<file path="config.mk">
export PLATFORM = sky130hd
export DESIGN_NAME = axis_burst_tx
export DESIGN_NICKNAME = d
export VERILOG_FILES = /design/src/rtl/axis_burst_tx_pkg.sv /design/src/rtl/axis_tx_buf.sv /design/src/rtl/axis_burst_tx.sv
export SDC_FILE = /design/constraint.sdc
export NUM_CORES = 1
export LEC_CHECK = 0
export BUFFER_PORTS_ARGS = -buffer_cell sky130_fd_sc_hd__buf_2
export CORE_MARGIN = 2
export CORE_UTILIZATION = 45
export CTS_CLUSTER_DIAMETER = 150
export DETAILED_ROUTE_END_ITERATION = 8
export GPL_ROUTABILITY_DRIVEN = 0
export HOLD_SLACK_MARGIN = 0.08
export PLACE_DENSITY = 0.67
export SYNTH_ARGS = -nofsm -noshare
export SYNTH_HDL_FRONTEND = slang
export SYNTH_SLANG_ARGS = --single-unit
</file>
<file path="constraint.sdc">
create_clock -name clk -period 8.46 [get_ports clk]
set_input_delay 1.692 -clock clk [delete_from_list [all_inputs] [get_ports clk]]
set_output_delay 1.692 -clock clk [all_outputs]
set_load 0.02 [all_outputs]
</file>
<file path="src/rtl/axis_burst_tx_pkg.sv">
// Shared definitions for the burst transmitter and its downstream wait block:
// FSM state encodings and the default stream geometry.
package axis_burst_tx_pkg;

    localparam int DEFAULT_WIDTH = 32;
    localparam int DEFAULT_DEPTH = 8;

    typedef enum logic [1:0] {
        ST_IDLE = 2'd0,
        ST_REQ  = 2'd1,
        ST_SEND = 2'd2,
        ST_DONE = 2'd3
    } burst_state_t;

endpackage

</file>
<file path="src/rtl/axis_tx_buf.sv">
// Burst storage: DEPTH x WIDTH, one synchronous write port and one
// asynchronous read port. Contents are intentionally not reset.
module axis_tx_buf #(
    parameter int WIDTH = 32,
    parameter int DEPTH = 8,
    parameter int AW    = $clog2(DEPTH)
) (
    input  logic             clk,
    input  logic             wr_en,
    input  logic [AW-1:0]    wr_addr,
    input  logic [WIDTH-1:0] wr_data,
    input  logic [AW-1:0]    rd_addr,
    output logic [WIDTH-1:0] rd_data
);

    logic [WIDTH-1:0] mem [DEPTH];

    always_ff @(posedge clk) begin
        if (wr_en) begin
            mem[wr_addr] <= wr_data;
        end
    end

    assign rd_data = mem[rd_addr];

endmodule

</file>
<file path="src/rtl/axis_burst_tx.sv">
// Loads DEPTH words in IDLE, then on go requests the downstream block and
// streams the buffered words out as one AXI-stream burst with m_last.
// Handshake: a word transfers on a rising edge where m_valid and m_ready are
// both high; while m_valid is high and m_ready low, m_data/m_last/m_valid hold.
module axis_burst_tx
    import axis_burst_tx_pkg::*;
#(
    parameter int WIDTH = DEFAULT_WIDTH,
    parameter int DEPTH = DEFAULT_DEPTH
) (
    input  logic             clk,
    input  logic             rst,
    input  logic             wr_en,
    input  logic [WIDTH-1:0] wr_data,
    input  logic             go,
    output logic             ex_start,
    input  logic             startAck,
    output logic [WIDTH-1:0] m_data,
    output logic             m_valid,
    input  logic             m_ready,
    output logic             m_last,
    output logic             full,
    output logic             done,
    output logic [1:0]       dbg_state
);

    localparam int AW = $clog2(DEPTH);
    localparam logic [AW-1:0] LAST_PTR  = AW'(DEPTH - 1);
    localparam logic [AW:0]   FULL_CNT  = (AW + 1)'(DEPTH);

    burst_state_t state, state_nxt;
    logic [AW-1:0] wr_ptr, rd_ptr;
    logic [AW:0]   count;
    logic [WIDTH-1:0] rd_word;
    logic wr_fire, go_fire, xfer;

    assign full    = (count == FULL_CNT);
    assign wr_fire = (state == ST_IDLE) && wr_en && !full;
    assign go_fire = (state == ST_IDLE) && go && full;
    assign xfer    = (state == ST_SEND) && m_ready;

    axis_tx_buf #(.WIDTH(WIDTH), .DEPTH(DEPTH), .AW(AW)) u_buf (
        .clk     (clk),
        .wr_en   (wr_fire),
        .wr_addr (wr_ptr),
        .wr_data (wr_data),
        .rd_addr (rd_ptr),
        .rd_data (rd_word)
    );

    always_ff @(posedge clk) begin
        if (!rst) begin
            state  <= ST_IDLE;
            wr_ptr <= '0;
            rd_ptr <= '0;
            count  <= '0;
        end else begin
            state <= state_nxt;
            if (wr_fire) begin
                count <= count + (AW + 1)'(1);
                // Pointers saturate at the last slot instead of wrapping.
                if (wr_ptr != LAST_PTR) wr_ptr <= wr_ptr + AW'(1);
            end
            if (xfer && rd_ptr != LAST_PTR) begin
                rd_ptr <= rd_ptr + AW'(1);
            end
            if (state == ST_DONE) begin
                wr_ptr <= '0;
                rd_ptr <= '0;
                count  <= '0;
            end
        end
    end

    always_comb begin
        state_nxt = state;
        ex_start  = 1'b0;
        m_valid   = 1'b0;
        m_last    = 1'b0;
        m_data    = '0;
        done      = 1'b0;
        case (state)
            ST_IDLE: if (go_fire) state_nxt = ST_REQ;
            ST_REQ: begin
                ex_start = 1'b1;
                if (startAck) state_nxt = ST_SEND;
            end
            ST_SEND: begin
                m_valid = 1'b1;
                m_data  = rd_word;
                m_last  = (rd_ptr == LAST_PTR);
                if (m_ready && m_last) state_nxt = ST_DONE;
            end
            ST_DONE: begin
                done      = 1'b1;
                state_nxt = ST_IDLE;
            end
            default: state_nxt = ST_IDLE;
        endcase
    end

    assign dbg_state = state;

endmodule

</file>
---- Yosys cells after proc, flatten, opt, wreduce, memory -nomap -nowiden ----
Memory sizes are Yosys's and may differ from the RTL's. A register that Yosys moved wholly into a read port is not among the register bits.
Index checks and enable logic that the tools add are counted.
word-level totals
  bits in registers ....................... 12
  latch bits .............................. 0
  bits in writable memories ............... 256
  memory bits (read-only) ................. 0
  input bits .............................. 38
  memories ................................ 1
operators by class
  add/sub/neg operators ................... 3
  $mul .................................... 0
  divide/modulo/power cells ............... 0
  order comparisons ....................... 0
  eq/ne operators ......................... 10
  shift operators ......................... 0
  muxes and demuxes ....................... 13
  bitwise gates (word level) .............. 1
  reduce and logical (&&, ||, !) cells .... 12
memory list
  name       depth  bits a word  read ports  clocked after memory_dff  wr ports  line               RTL
  u_buf.mem  8      32           1           1                         1         axis_tx_buf.sv:16  logic [WIDTH-1:0] mem [DEPTH];
operators by type and width
  kind                   count
  $mux W32               1
  $pmux W2 S4            1
  $logic_and A1 B1 Y1    7
  $add A3 B1 Y3 const B  2
  $mux W1                6
  $mux W2                3
  $mux W3                2
  $ne A3 B3 Y1 const B   2
  $add A4 B1 Y4 const B  1
  $eq A2 B2 Y1 const B   2
  $eq A4 B4 Y1 const B   1
  $ne A2 B2 Y1 const B   2
  $eq A3 B3 Y1 const B   1
  $reduce_and A3 Y1      1
  $eq A2 B1 Y1 const B   1
  $logic_not A2 Y1       1
  $ne A2 B1 Y1 const B   1
  $reduce_and A2 Y1      1
  $reduce_or A2 Y1       1
  $logic_not A1 Y1       1
  $not A1 Y1             1

---- Logic depth before layout (Yosys ltp) ----
  depth after elaboration ................. 5
  gate-level depth with buffers ........... 6

---- Modules after synthesis ----
A second synthesis with hierarchy kept.
unflattened totals
  cell total of the unflattened synthesis .. 494
  area, all modules ....................... 10744.1 µm²
by module, submodules not included
  module         times used  cells each  area each (µm²)  seq. area each (µm²)
  axis_tx_buf    1           383         9825.7           7687.4
  axis_burst_tx  1           111         918.4            240.2

---- Least setup slack after synthesis ----
Ideal clock, no wire load.
  kind .................................... input to register
  from .................................... input port wr_en
  to ...................................... memory u_buf.mem[0][0], enable pin
  arrival ................................. 5.054 ns
  path slack .............................. 2.905 ns
  cell stages on the path ................. 3
  path buffers ............................ 0
  path through ............................ and2_1 -> nand2_1 -> nor4_1
between the ends
  word-level cells in the longest chain between the ends .. 4
RTL lines
  element                           line                 RTL
  start, declared                   axis_burst_tx.sv:13  input logic wr_en,
  $logic_and A1 B1 Y1 (2 in a row)  axis_burst_tx.sv:38  assign wr_fire = (state == ST_IDLE) && wr_en && !full;
  $mux W1                           axis_tx_buf.sv:19    if (wr_en) begin
  $mux W1 (implied by the code)     axis_tx_buf.sv:20    mem[wr_addr] <= wr_data;
  end, declared                     axis_tx_buf.sv:16
No other way between the ends.

==> results.yml <==
global_route:
  grt_pass1_vias: 5098
  antenna_found_initial: 2
  grt_pass1_wl_um: 29850
  met3_usage_pct: 3.359
  grtUsageMet1_pct: 21.83
  globalRouteTotalUtil_pct: 16.19
  grt_max_degree: 65
  grt_util_met2_pct: 27.51
  grt_most_used_layer: "met2"
  overflow: 0
clocking:
  clockBufferDepth: 3
  clkSlewWorstSetupHoldPaths_ns: 0.06
  cts_buffers: 27
  numClockSinks: 271
  clk_latency_ns: 0.53
  cts_tree: "built"
  cts.repair.resized: 0
  cts_root_buffer: "clkbuf_16"
  holdBufCountCts: 0
  cts_setup_buffers: 0
  cts.htree.levels: 1
yosys:
  yosys-top-cells-area: "edfxtp_1 73%, mux4_2 7.5%, mux4_1 7.2%, dfxtp_1 2.9%, a22o_1 2.7%"
  yosysTopAreaCellShare_pct: 72.96
  synthFlopType: "edfxtp_1"
  syn_area_per_cell_um2: 22.47
  ys_ff_latch: 271
  synth_area_leader_cell: "edfxtp_1"
  async_flop_share_pct: 0
  synth_edf_count: 256
  yosys-top-cells-count: "256 x edfxtp_1, 35 x mux4_2, 32 x a22o_1"
  yosysSeqAreaShare_pct: 75.81
  yosysWarningCount: 0
  synth.most_common_cell: "edfxtp_1"
  synthCells: 469
  synthDistinctLibCells: 33
  synthesis.area_um2: 10540
  syn_nets: 518
critical_path:
  end_kind: "output port"
  required_ns: 6.77
  reg2reg_depth: 6
  r2r-start: "dbg_state[0]"
  critPathBufInv: 2
  cp_top_family: "buffers and inverters"
  reg2reg_slack_ns: 5.47
  slowest_stage: "dfxtp_4"
  reg2reg_to: "u_buf.mem[3][8]"
  critPathKind: "flop to output port"
  setup.worst_path.start_class: "flop"
  crit_path_max_incr_delay_ns: 0.74
  critical_path_arrival_ns: 2.98
  endpoint: "m_data[2]"
  crit_chain: "buf_4 > mux4_1 > a22o_1 > buf_2"
  worstPathMaxFanout: 33
  path_depth: 4
final_layout:
  drive_above_1_share_pct: 30.07
  syn2layout_area_growth_pct: 15.39
  finish.utilization_pct: 53.38
  fin_area_um2: 12160
  fin_nets: 610
sta:
  worst_slew_pin_slew_ns: 1.206
  setup_viol: 0
  rsz0062_at_grt: "no"
  timing.setup.tns_ns: 0
  layout_min_cycle_time_ns: 4.668
  period_share_pct: 55.18
  slew-limit-headroom_pct: 19.19
  report.final.slew_viol_count: 0
  timing.fmax_mhz: 214.2
  finalClockSkew_ns: 0.01071
  hold_violations: 0
floorplan:
  die_area_um2: 24650
  initial_core_util_pct: 46.26
  core_um2: 22780
  die_h_um: 157.0
  die_x_um: 157.0
  ios: 77
  num_rows: 55
place:
  dp_hpwl_um: 10710
  place_area_um2: 11270
  port-buffer-count: 76
power_and_ir_drop:
  p_total_mw: 2.762
  p_leak_nw: 4.091
  power_density_nw_per_um2: 227.2
  vdd_ir_drop_max_mv: 0.1750
outcome:
  status: "finished clean"
route:
  viasPerCell: 5.427
  post_drt_wl_per_cell_um: 21.81
  drc: 0
  num_vias: 4868
  first_iter_violations: 337
  wirelength_um: 19560
  drt_pass1_iterations: 4
  ant_nets: 0
hold_path:
  hold_path_class: "flop to flop"
  whs_path_depth: 2
run:
  drv_cap: 0
report_power, final:
group          leakage (nW)  switching, mW  internal, mW
Combinational          1.21         0.0460        0.0251
Clock                 0.436          0.473         0.711
Sequential             2.45        0.00801          1.50
Total                  4.09          0.527          2.24
cells by family (layout without fill, tap and decap cells):
kind of cell / after synthesis / count (layout) / synth area share (%)
AO/OA/AOI/OAI: 41 / 41 / 3.206
buffers and inverters: 29 / 142 / 1.900
flip-flops: 271 / 271 / 75.81
other: 0 / 2 / 0
AND/OR/NAND/NOR: 44 / 44 / 2.221
multiplexers: 72 / 72 / 15.47
adder cells (fa/ha/maj): 11 / 11 / 1.306
XOR/XNOR: 1 / 1 / 0.08314
sequential cells by signal (all words and copies together) (netlist names), named ones only:
name / count
count: 4
wr_ptr: 3
u_buf.mem: 256
rd_ptr: 3
dbg_state: 2
cell type report:
cell class | count | area, µm²
Fill cell | 1767 | 10620
Sequential cell | 271 | 7993
Multi-Input combinational cell | 169 | 2406
Clock buffer | 35 | 705.7
Timing Repair Buffer | 86 | 455.4
Tap cell | 313 | 391.6
Clock inverter | 15 | 178.9
Inverter | 6 | 22.52
Antenna cell | 2 | 5.005
how the worst min path moves through the flow:
stage | endpoint | from
3_5_place_dp | dbg_state[1] | dbg_state[1]
2_1_floorplan | count[2] | count[2]
6_report | dbg_state[1] | dbg_state[1]
4_1_cts | dbg_state[1] | dbg_state[1]
3_3_place_gp | count[2] | count[2]
5_1_grt | count[3] | count[3]
stage by stage:
stage	hold slack (ns)	setup WS [ns]	cells
after CTS	0.5298	3.724	895
after floorplan	0.4709	2.905	469
after detailed placement	0.5210	4.290	845
after global placement	0.4796	4.293	845
after global routing	0.5362	3.582	896
final	0.5221	3.792	897
worst register-to-register path, cell delays in order (launching register included):
cell and delay, ns:
dfxtp_1 0.35, inv_1 0.12, ha_1 0.24, and2_1 0.25
nand2_1 0.18, nor3_2 0.98, buf_4 0.51
layer usage:
metal | vias up | wire [µm]
li1 | 2183 | -
met1 | 2533 | 8134
met2 | 123 | 9893
met3 | 29 | 1228
met4 | 0 | 302
met5 | - | 0
cell usage in the layout, fill, tap and decap left out, types with 2 or more instances in the layout:
master / count
clkbuf_16: 27
edfxtp_1: 256
nor3_2: 4
a22o_1: 32
mux4_2: 35
nor2b_1: 3
diode_2: 2
nand2_1: 12
buf_4: 10
a21oi_1: 3
bufinv_16: 4
dfxtp_1: 13
clkbuf_1: 8
buf_2: 76
nor2_1: 4
clkinv_2: 6
clkinv_1: 3
nor2_4: 3
mux4_1: 29
nand2b_1: 5
and2_1: 2
mux2i_1: 8
o21ai_0: 4
inv_1: 5
ha_1: 11
nand3_1: 3
Power figures use the tool's default switching activity.
